===== config.mk =====
export PLATFORM = sky130hd
export DESIGN_NAME = jtsdram_bankchk
export DESIGN_NICKNAME = d
export VERILOG_FILES = /design/src/rtl/jtsdram_bankchk.sv
export SDC_FILE = /design/constraint.sdc
export NUM_CORES = 1
export LEC_CHECK = 0
export CORE_ASPECT_RATIO = 1.1
export CORE_MARGIN = 2
export CORE_UTILIZATION = 54
export DETAILED_ROUTE_END_ITERATION = 12
export MAX_ROUTING_LAYER = met4
export PLACE_DENSITY = 0.95
export SKIP_LAST_GASP = 1
export SLEW_MARGIN = 20
export SYNTH_ARGS = -nofsm -noshare
export SYNTH_HDL_FRONTEND = slang
export SYNTH_SLANG_ARGS = --single-unit

===== constraint.sdc =====
create_clock -name clk -period 4.4 [get_ports clk]
set_input_delay 1.32 -clock clk [delete_from_list [all_inputs] [get_ports clk]]
set_output_delay 1.32 -clock clk [all_outputs]
set_load 0.005 [all_outputs]

===== src/rtl/jtsdram_bankchk.sv =====
// ---------------------------------------------------------------------------
// jtsdram_bankchk
//   Per-bank SDRAM traffic generator and checker. One instance sits on one
//   SDRAM bank port. A pass walks 2^AW word addresses starting at 0, stepping
//   by `stride` (0 behaves as 1). Each access is a read, or a write when `we`
//   is set and the LFSR picks one. Every completed read is compared against
//   `data_ref` and mismatches are counted in a saturating error counter.
//   Pacing between accesses is either frame-synchronised (issue only while
//   LVBL is high) or LFSR-randomised (0..15 extra cycles, LVBL ignored).
//
//   Optional feature: define JTSDRAM_FAILLOG_EN to capture the address and
//   read data of the first mismatch after reset/clr. When the macro is not
//   defined, fail_addr/fail_data are tied to 0 and no capture logic exists.
//
// Parameters
//   AW    bank address width (words)
//   DW    compared data width
//   EW    error counter width (saturating)
//   SEED  LFSR reset value, must be non-zero
//
// Ports
//   clk        system clock
//   rst_n      asynchronous active-low reset
//   LVBL       vertical blank (low during blank); paces non-slow issue
//   start      1-cycle pulse: begin a pass at address 0 (aborts a running one)
//   clr        1-cycle pulse: clear bad, err_cnt and the fail log
//   slow       1: random gap between accesses, LVBL ignored
//   we         1: writes allowed, picked randomly per access
//   stride     address increment, 0 treated as 1
//   data_ref   expected data for the current address
//   ack        controller accepted the request
//   rdy        access completed, data_read valid this cycle
//   data_read  read data
//   addr       access address
//   rd / wr    read / write request, held until ack (never both high)
//   busy       pass in progress
//   done       pass complete, held until the next start
//   bad        sticky mismatch flag
//   err_cnt    saturating mismatch count
//   fail_addr  address of the first mismatch
//   fail_data  read data of the first mismatch
// ---------------------------------------------------------------------------
module jtsdram_bankchk #(
    parameter int          AW   = 22,
    parameter int          DW   = 16,
    parameter int          EW   = 16,
    parameter logic [15:0] SEED = 16'hACE1
) (
    input  logic          clk,
    input  logic          rst_n,
    input  logic          LVBL,
    input  logic          start,
    input  logic          clr,
    input  logic          slow,
    input  logic          we,
    input  logic [AW-1:0] stride,
    input  logic [DW-1:0] data_ref,
    input  logic          ack,
    input  logic          rdy,
    input  logic [DW-1:0] data_read,
    output logic [AW-1:0] addr,
    output logic          rd,
    output logic          wr,
    output logic          busy,
    output logic          done,
    output logic          bad,
    output logic [EW-1:0] err_cnt,
    output logic [AW-1:0] fail_addr,
    output logic [DW-1:0] fail_data
);

    typedef enum logic [2:0] {IDLE, REQ, WAIT, GAP, DONE} state_t;

    state_t        state, state_nx;
    logic [15:0]   lfsr;
    logic          lfsr_fb;
    logic [AW-1:0] cnt;
    logic [AW-1:0] step;
    logic [3:0]    gap;
    logic          wrtng;     // current access is a write
    logic          pend;      // an accepted access has not completed yet
    logic          skip;      // next rdy belongs to an aborted access
    logic          begin_pass;
    logic          abort;
    logic          acc_done;
    logic          last_acc;
    logic          wr_pick;
    logic          mismatch;

    // Fibonacci LFSR, taps 16,14,13,11
    assign lfsr_fb    = lfsr[15] ^ lfsr[13] ^ lfsr[12] ^ lfsr[10];
    assign wr_pick    = we & lfsr[0];
    assign step       = (stride == '0) ? AW'(1) : stride;
    assign last_acc   = &cnt;
    assign begin_pass = start && (state == IDLE || state == DONE);
    assign abort      = start && busy;
    // A start in WAIT aborts, so its rdy must not count as a completion.
    assign acc_done   = (state == WAIT) && rdy && !skip && !start;
    assign mismatch   = acc_done && !wrtng && (data_read != data_ref);

    always_comb begin
        // NOTE: always_comb assigns a default first so no path can infer a latch.
        state_nx = state;
        case (state)
            IDLE, DONE: if (start) state_nx = REQ;
            REQ:        state_nx = WAIT;
            WAIT: begin
                if (acc_done) begin
                    if (last_acc)           state_nx = DONE;
                    else if (!slow && LVBL) state_nx = REQ;
                    else                    state_nx = GAP;
                end
            end
            GAP:     if (slow ? (gap == 4'd0) : LVBL) state_nx = REQ;
            default: state_nx = IDLE;
        endcase
        if (abort) state_nx = REQ;
    end

    always_ff @(posedge clk or negedge rst_n) begin
        if (!rst_n) begin
            state <= IDLE;
            lfsr  <= SEED;
            addr  <= '0;
            cnt   <= '0;
            gap   <= '0;
            rd    <= 1'b0;
            wr    <= 1'b0;
            wrtng <= 1'b0;
            busy  <= 1'b0;
            done  <= 1'b0;
            pend  <= 1'b0;
            skip  <= 1'b0;
        end else begin
            // NOTE: registers use non-blocking assignments so all of them sample pre-edge values.
            state <= state_nx;
            lfsr  <= {lfsr[14:0], lfsr_fb};

            if (rdy)                    pend <= 1'b0;
            else if (ack && (rd || wr)) pend <= 1'b1;

            if (rdy) skip <= 1'b0;

            if (begin_pass || abort) begin
                addr <= '0;
                cnt  <= '0;
                busy <= 1'b1;
                done <= 1'b0;
                rd   <= 1'b0;
                wr   <= 1'b0;
                // An access already accepted by the controller will still
                // complete later; remember to discard that rdy.
                if (abort && !rdy && (pend || (ack && (rd || wr))))
                    skip <= 1'b1;
            end else begin
                case (state)
                    REQ: begin
                        rd    <= !wr_pick;
                        wr    <= wr_pick;
                        wrtng <= wr_pick;
                    end
                    WAIT: begin
                        if (ack || acc_done) begin
                            rd <= 1'b0;
                            wr <= 1'b0;
                        end
                        if (acc_done) begin
                            addr <= addr + step;
                            cnt  <= cnt + AW'(1);
                            gap  <= lfsr[3:0];
                            if (last_acc) begin
                                busy <= 1'b0;
                                done <= 1'b1;
                            end
                        end
                    end
                    GAP: if (gap != 4'd0) gap <= gap - 4'd1;
                    default: ;
                endcase
            end
        end
    end

    // Error accounting: clr has priority over a same-cycle mismatch.
    always_ff @(posedge clk or negedge rst_n) begin
        if (!rst_n) begin
            bad     <= 1'b0;
            err_cnt <= '0;
        end else if (clr) begin
            bad     <= 1'b0;
            err_cnt <= '0;
        end else if (mismatch) begin
            bad <= 1'b1;
            if (err_cnt != '1) err_cnt <= err_cnt + EW'(1);
        end
    end

`ifdef JTSDRAM_FAILLOG_EN
    // bad is still low exactly when no mismatch has been seen since reset/clr,
    // so it doubles as the "first mismatch" qualifier.
    always_ff @(posedge clk or negedge rst_n) begin
        if (!rst_n) begin
            fail_addr <= '0;
            fail_data <= '0;
        end else if (clr) begin
            fail_addr <= '0;
            fail_data <= '0;
        end else if (mismatch && !bad) begin
            fail_addr <= addr;
            fail_data <= data_read;
        end
    end
`else
    assign fail_addr = '0;
    assign fail_data = '0;
`endif

endmodule

==> results.toml, run 1 <==
[run_status]
status = "finished, final reports clean"

[setup_path]
slowest_delay_ps = 560
reg2reg_depth = 10
critPathArrivalTime_ps = 4680
crit_family = "simple AND/OR/NAND/NOR gates"
startpoint = "stride[7]"
crit_path_end_kind = "register"
required_ps = 4680
path_cells = "clkdlybuf4s50_1, or4_4, o41ai_2, ha_2, inv_1, fa_2, nor2b_2, o211ai_1, a21oi_2, nor3_2, or4_1, a211o_1, nand3_1"
cp_slowest_cell = "or4_4"
r2r_slack_ps = 1850
critPathBufInv = 2
path_class = "in2reg"
endpoint = "addr[16]"
worstReg2RegStart = "addr[0]"
r2r-end = "addr[16]"
critical_path_depth = 13
worstPathMaxFanout = 2
startpoint_type = "input pin"

[finish]
fillers = 730
finalNonFillerCells = 886
drive_above_1_share_pct = 13.19
antennaDiodeCount = 0
areaGrowthSynthToFinish_pct = 27.01
num-nets-final = 826

[power]
p_per_area_nw_per_um2 = 295.4
switching_share_pct = 30.38
intPower_uw = 1497
leakage_uw = 0.003269
p_seq_share_pct = 42.7
power_uw = 2150
ir_drop_mv = 0.2433
power_switching_uw = 653.2
pwr-share-clk_pct = 35.7
power_frac_comb_pct = 21.6

[yosys]
ys.warnings.count = 0
synth_top_family_by_area = "simple AND/OR/NAND/NOR gates"
synth-compound-area-share_pct = 12.36
synthAdderAreaFrac_pct = 5.590
ys_types = 73
synth_mux_area_share_pct = 0.5459
syn_area_sq_um = 5730
synth_simple_gate_area_share_pct = 22.69
ys_ff_latch = 91
synth_top_area_cell = "dfrtp_1"
synthArstFlopShare_pct = 100.0
synthTopCellsByArea = "dfrtp_1 (36%), xor2_1 (5.7%), ha_1 (5.2%)"
synth_xor_area_share_pct = 9.934
synth_enable_flop_cells = 0
seq_area_frac_synth_pct = 39.91
syn_inst = 627
synth_top_flop_cell = "dfrtp_1"
synth_top_area_share_pct = 36.24
avgSynthCellArea_sq_um = 9.140

[clocking]
clockRootBuffer = "clkbuf_16"
cts_made_buffers = 9
cts_tree = "built"
clock-sinks = 91
clock_latency_ps = 340
max-clock-path-buffers = 2
htreeDepth = 3
path_clk_slew_ps = 70

[job]
drv_cap = 0

[worst_hold_path]
min_path_type = "reg2reg"
worstHoldStart = "lfsr[9]"

[sta]
slew_violations = 0
max_freq_mhz = 227.3
finClkSkew_ps = 10.71
hold_violations = 0
worst_slack_ps = 0.5129
min_period_ps = 4399
setup-violations-final = 0
slew_headroom_pct = 50.35
post-route-period-util_pct = 99.99
max_slew.worst_pin.slew_ps = 738.4

[die]
core_area_sq_um = 10340
die_area_sq_um = 11450
io_pins = 144
die_h_um = 112.0
fp.dieW_um = 102.2
core.rowCount = 39
initial_core_util_pct = 55.39

[global_routing]
grt_pass1_vias = 4916
grt_overflow_total = 0
grt_max_degree = 84
grt_usage_pct = 25.98
grt_pass1_wl_um = 22970
antenna_found_initial = 0

[drt]
drt-initial-drc-count = 488
drt-pass1-iter-count = 5
ant_nets = 0
vias = 5024
post_drt_wl_per_cell_um = 16.55
drc_errors = 0
drt-vias-per-instance = 5.670
routed_wl_um = 14660

[placement]
placedCellCount = 869
dpl_worst_slack_ps = -440.1
place_congestion = 0.9289
dp_hpwl_um = 10570
port_buffers = 105
==> what timing repair did <==
| item | CTS | global route |
|---|---|---|
| setup endpoints to repair | 2 | 3 |
| setup buffers | 0 | 1 |
| gates resized for setup | 2 | 15 |
| pin swaps | 0 | 10 |
| hold buffers | 0 | 0 |
==> power by group through the flow <==
stage | Combinational [uW] | Sequential, uW | Clock [uW]
detailed placement | 453 | 931 | 0
floorplan | 289 | 923 | 0
global route | 511 | 923 | 824
global placement | 429 | 928 | 0
finish | 465 | 917 | 768
CTS | 457 | 915 | 787
==> metrics by stage <==
step / area [sq um] / hold WS, ps / utilization [%] / TNS, ps
4_1_cts: 7213 / 354.6 / 69.73 / 0
3_3_place_gp: 6895 / 338.8 / 66.65 / -1207
2_1_floorplan: 5869 / 331.2 / - / 0
3_5_place_dp: 6895 / 336.7 / 66.65 / -1814
6_report: 7278 / 353.9 / 70.36 / 0
5_1_grt: 7278 / 361.8 / 70.36 / -55.72
==> worst min-delay path by stage <==
stage               end  slack [ps]  cells after the start
2_1_floorplan   lfsr[9]         330                      0
3_3_place_gp   lfsr[10]         340                      0
3_5_place_dp   lfsr[10]         340                      0
4_1_cts        lfsr[10]         350                      0
5_1_grt        lfsr[15]         360                      0
6_report       lfsr[10]         350                      0
==> final cells by class <==
cell class / count / area (sq um) / area share, %
inverter: 19 / 71.32 / 0.9799
multi-input combinational: 480 / 3124 / 42.93
clock buffer: 9 / 225.2 / 3.094
tap: 143 / 178.9 / 2.458
timing repair buffer: 137 / 1310 / 18.00
sequential: 91 / 2287 / 31.43
clock inverter: 7 / 81.33 / 1.117
==> state kept, by name, summed over array words and instances, names as in the netlist, 3 cells and up <==
register and count:
addr 22, gap 4, state 3, lfsr 16, err_cnt 16, cnt 22
==> cells by family after synthesis <==
logic type,Yosys count
multiplexers,3
AND/OR/NAND/NOR,239
other,1
AO/OA/AOI/OAI,110
adder cells (fa/ha/maj),25
flip-flops,91
XOR/XNOR,65
buffers and inverters,93
==> layout by cell type, fill, tap and decap left out, types with 8 or more instances in the layout <==
cell | Yosys | final
buf_4 | 38 | 32
ha_1 | 24 | 23
nand2_1 | 57 | 57
nor3_2 | 9 | 9
nand3_1 | 21 | 21
nor2_1 | 62 | 62
and3_1 | 14 | 14
nand4_1 | 12 | 12
clkbuf_16 | 0 | 9
conb_1 | 1 | 38
inv_1 | 19 | 19
a21oi_1 | 27 | 26
dfstp_2 | 8 | 8
o21ai_0 | 33 | 33
xor2_1 | 37 | 37
xnor2_1 | 28 | 28
clkdlybuf4s50_1 | 0 | 97
dfrtp_1 | 83 | 83
==> per-layer routing <==
metal	vias up	wire (um)	share of wire, %	global-route usage, %
met5	-	0	0	-
met4	0	562	3.8	11.91
met3	48	1023	7.0	3.861
met2	217	7611	52	44.34
met1	2437	5462	37	29.86
li1	2322	-	-	-
==> synth_stat cells, types with 2 or more instances <==
cell type	count
o31ai_1	3
inv_1	19
or3_1	2
nor3_1	7
a22oi_1	2
a31oi_1	2
a211o_1	3
nor3_2	9
o21ai_0	33
clkbuf_1	28
xor2_1	37
nor2_1	62
and3_1	14
dfstp_2	8
a221oi_1	2
nor2b_1	7
and4_1	3
buf_2	3
buf_4	38
nand2_1	57
nor4_1	11
a22o_1	2
o21bai_1	4
mux2i_1	2
o211ai_1	2
nor4b_2	2
nand3_1	21
buf_6	2
buf_1	3
xnor2_1	28
nand4_1	12
nand2b_1	6
o22ai_1	2
a21o_1	6
a31o_2	2
dfrtp_1	83
nor3b_2	3
or4_1	3
and2_1	6
o21ai_1	5
ha_1	24
a21oi_1	27
nor4_2	2
Power figures use the tool's default switching activity.
==> inputs of run 2 (changes only) <==
--- a/config.mk
+++ b/config.mk
@@ -9,6 +9,7 @@
 export CORE_MARGIN = 2
 export CORE_UTILIZATION = 54
 export DETAILED_ROUTE_END_ITERATION = 12
+export GPL_TIMING_DRIVEN = 0
 export MAX_ROUTING_LAYER = met4
 export PLACE_DENSITY = 0.95
 export SKIP_LAST_GASP = 1
==> run 2 against run 1 <==
Compared with the run above:
- worst hold slack worse by 0.73 ps
- sequential share of layout area down 1.3 points
- largest power group unchanged
- total power up 2.6%
- wire length up 0.20%
- count of clock-buffer cells in the layout unchanged
- first-iteration DRC count down 32%
- via count is 0.52% higher
- global-route usage increased by 0.78 points
- final cell count increased by 5.1%
==> results.toml, run 2 (synthesis gave the netlist of run 1 again) <==
[run_status]
status = "finished, final reports clean"

[setup_path]
worstPathMaxFanout = 3
crit_family = "simple AND/OR/NAND/NOR gates"
slowest_delay_ps = 440
crit_path_end_kind = "register"
r2r-end = "addr[18]"
critPathArrivalTime_ps = 4510
path_cells = "clkdlybuf4s50_1, nor4_2, nand4_1, o41ai_4, ha_2, inv_1, fa_2, nor2b_4, o211ai_1, a21oi_2, nor3_4, or4_4, a211o_1, nand3_1"
cp_slowest_cell = "clkdlybuf4s50_1"
critPathBufInv = 2
r2r_slack_ps = 1790
required_ps = 4680
startpoint_type = "input pin"
reg2reg_depth = 8
path_class = "in2reg"
worstReg2RegStart = "addr[7]"

[sta]
max_slew.worst_pin.slew_ps = 827.2
finClkSkew_ps = 7.320
tns_ps = 0
slew_violations = 0
min_period_ps = 4226
max_freq_mhz = 236.6
hold_violations = 0
post-route-period-util_pct = 96.04
slew_headroom_pct = 44.38
setup-violations-final = 0

[drt]
drt-initial-drc-count = 332
vias = 5050
post_drt_wl_per_cell_um = 15.78
drt-pass1-iter-count = 5
routed_wl_um = 14690
drt-vias-per-instance = 5.424
drc_errors = 0
ant_nets = 0

[die]
core_area_sq_um = 10340
initial_core_util_pct = 55.39
io_pins = 144
die_h_um = 112.0
fp.dieW_um = 102.2
die_area_sq_um = 11450
core.rowCount = 39

[finish]
fillers = 702
mostFrequentLayoutCell = "clkdlybuf4s50_1"
finalNonFillerCells = 931
num-nets-final = 871
drive_above_1_share_pct = 14.34
final_cell_mix = "clkdlybuf4s50_1 (85), dfrtp_1 (83), nor2_1 (62), nand2_1 (57), buf_4 (42)"
areaGrowthSynthToFinish_pct = 32.31
top_regs = "addr: 22 flops, cnt: 22 flops"
antennaDiodeCount = 0

[placement]
dp_hpwl_um = 11020
placedCellCount = 912
port_buffers = 104
place_congestion = 0.9561

[clocking]
htreeDepth = 3
path_clk_slew_ps = 70
cts_tree = "built"
clock_latency_ps = 340
max-clock-path-buffers = 2
clockRootBuffer = "clkbuf_16"
hold_buffers = 0
cts_made_buffers = 9
clock-sinks = 91

[worst_hold_path]
hold_depth = 0
holdPathEnd = "lfsr[15]"
worstHoldStart = "lfsr[14]"
min_path_type = "reg2reg"

[power]
ir_drop_mv = 0.2660
p_per_area_nw_per_um2 = 290.8
leakage_uw = 0.003530

[global_routing]
antenna_found_initial = 0
grt_pass1_vias = 5117
grt_usage_pct = 26.76
grt_pass1_wl_um = 23850
grt_overflow_total = 0
grt_max_degree = 54

[job]
drv_cap = 0
## run 2: cell types whose count changed in the layout (fill, tap and decap cells not counted), sizes merged
cell and delta:
buf +18, bufinv +1, clkbuf +28, clkdlybuf4s50 -12
clkinv -3, dlymetal6s2s +11, inv +2
## run 2: how the worst max path moves through the flow
stage | start | endpoint | slack, ps | depth (start not counted)
floorplan | stride[7] | addr[16] | 270 | 12
global placement | rst_n | err_cnt[12] | -1190 | 1
detailed placement | stride[14] | addr[16] | -650 | 14
CTS | stride[16] | addr[16] | 0.4 | 14
global route | stride[18] | addr[16] | -30 | 14
finish | stride[18] | addr[16] | 170 | 14
## run 2: area by class of cell
cell class | instances | area [sq um] | area share, %
Multi-Input combinational cell | 480 | 3163 | 41.72
Sequential cell | 91 | 2287 | 30.16
Timing Repair Buffer | 108 | 1134 | 14.95
Buffer | 74 | 439.2 | 5.792
Clock buffer | 9 | 225.2 | 2.970
Tap cell | 143 | 178.9 | 2.360
Clock inverter | 7 | 83.83 | 1.106
Inverter | 19 | 71.32 | 0.9406
## run 2: metrics by stage
step                      total power, uW  area, sq um  hold WS, ps  utilization (%)  setup slack [ps]
after global placement               1373         7089        336.1            68.53             -1195
after global routing                 2315         7582        359.2            73.29            -34.98
final                                2205         7582        353.1            73.29             174.2
after floorplan                      1212         5869        331.2                -             270.1
after CTS                            2208         7471        351.3            72.22            0.4023
after detailed placement             1402         7114        335.8            68.77            -650.0
## run 2: repair_timing
action                     CTS  global route
pin swaps                    4            12
setup buffers                1             2
setup endpoints to repair    4             4
gates resized for setup      8            26
## run 2: power breakdown
group          total (uW)  switching (uW)  internal, uW  leakage, uW
clock                 800             348           452     0.000154
combinational         486             255           230      0.00215
sequential            919            42.9           876      0.00122
## run 2: metal layers
metal / part of all wire (%) / track usage [%] / wire, um
met3: 5.6 / 4.421 / 818
met1: 39 / 30.36 / 5695
met4: 2.0 / 8.711 / 301
met5: 0 / - / 0
met2: 54 / 47.54 / 7873
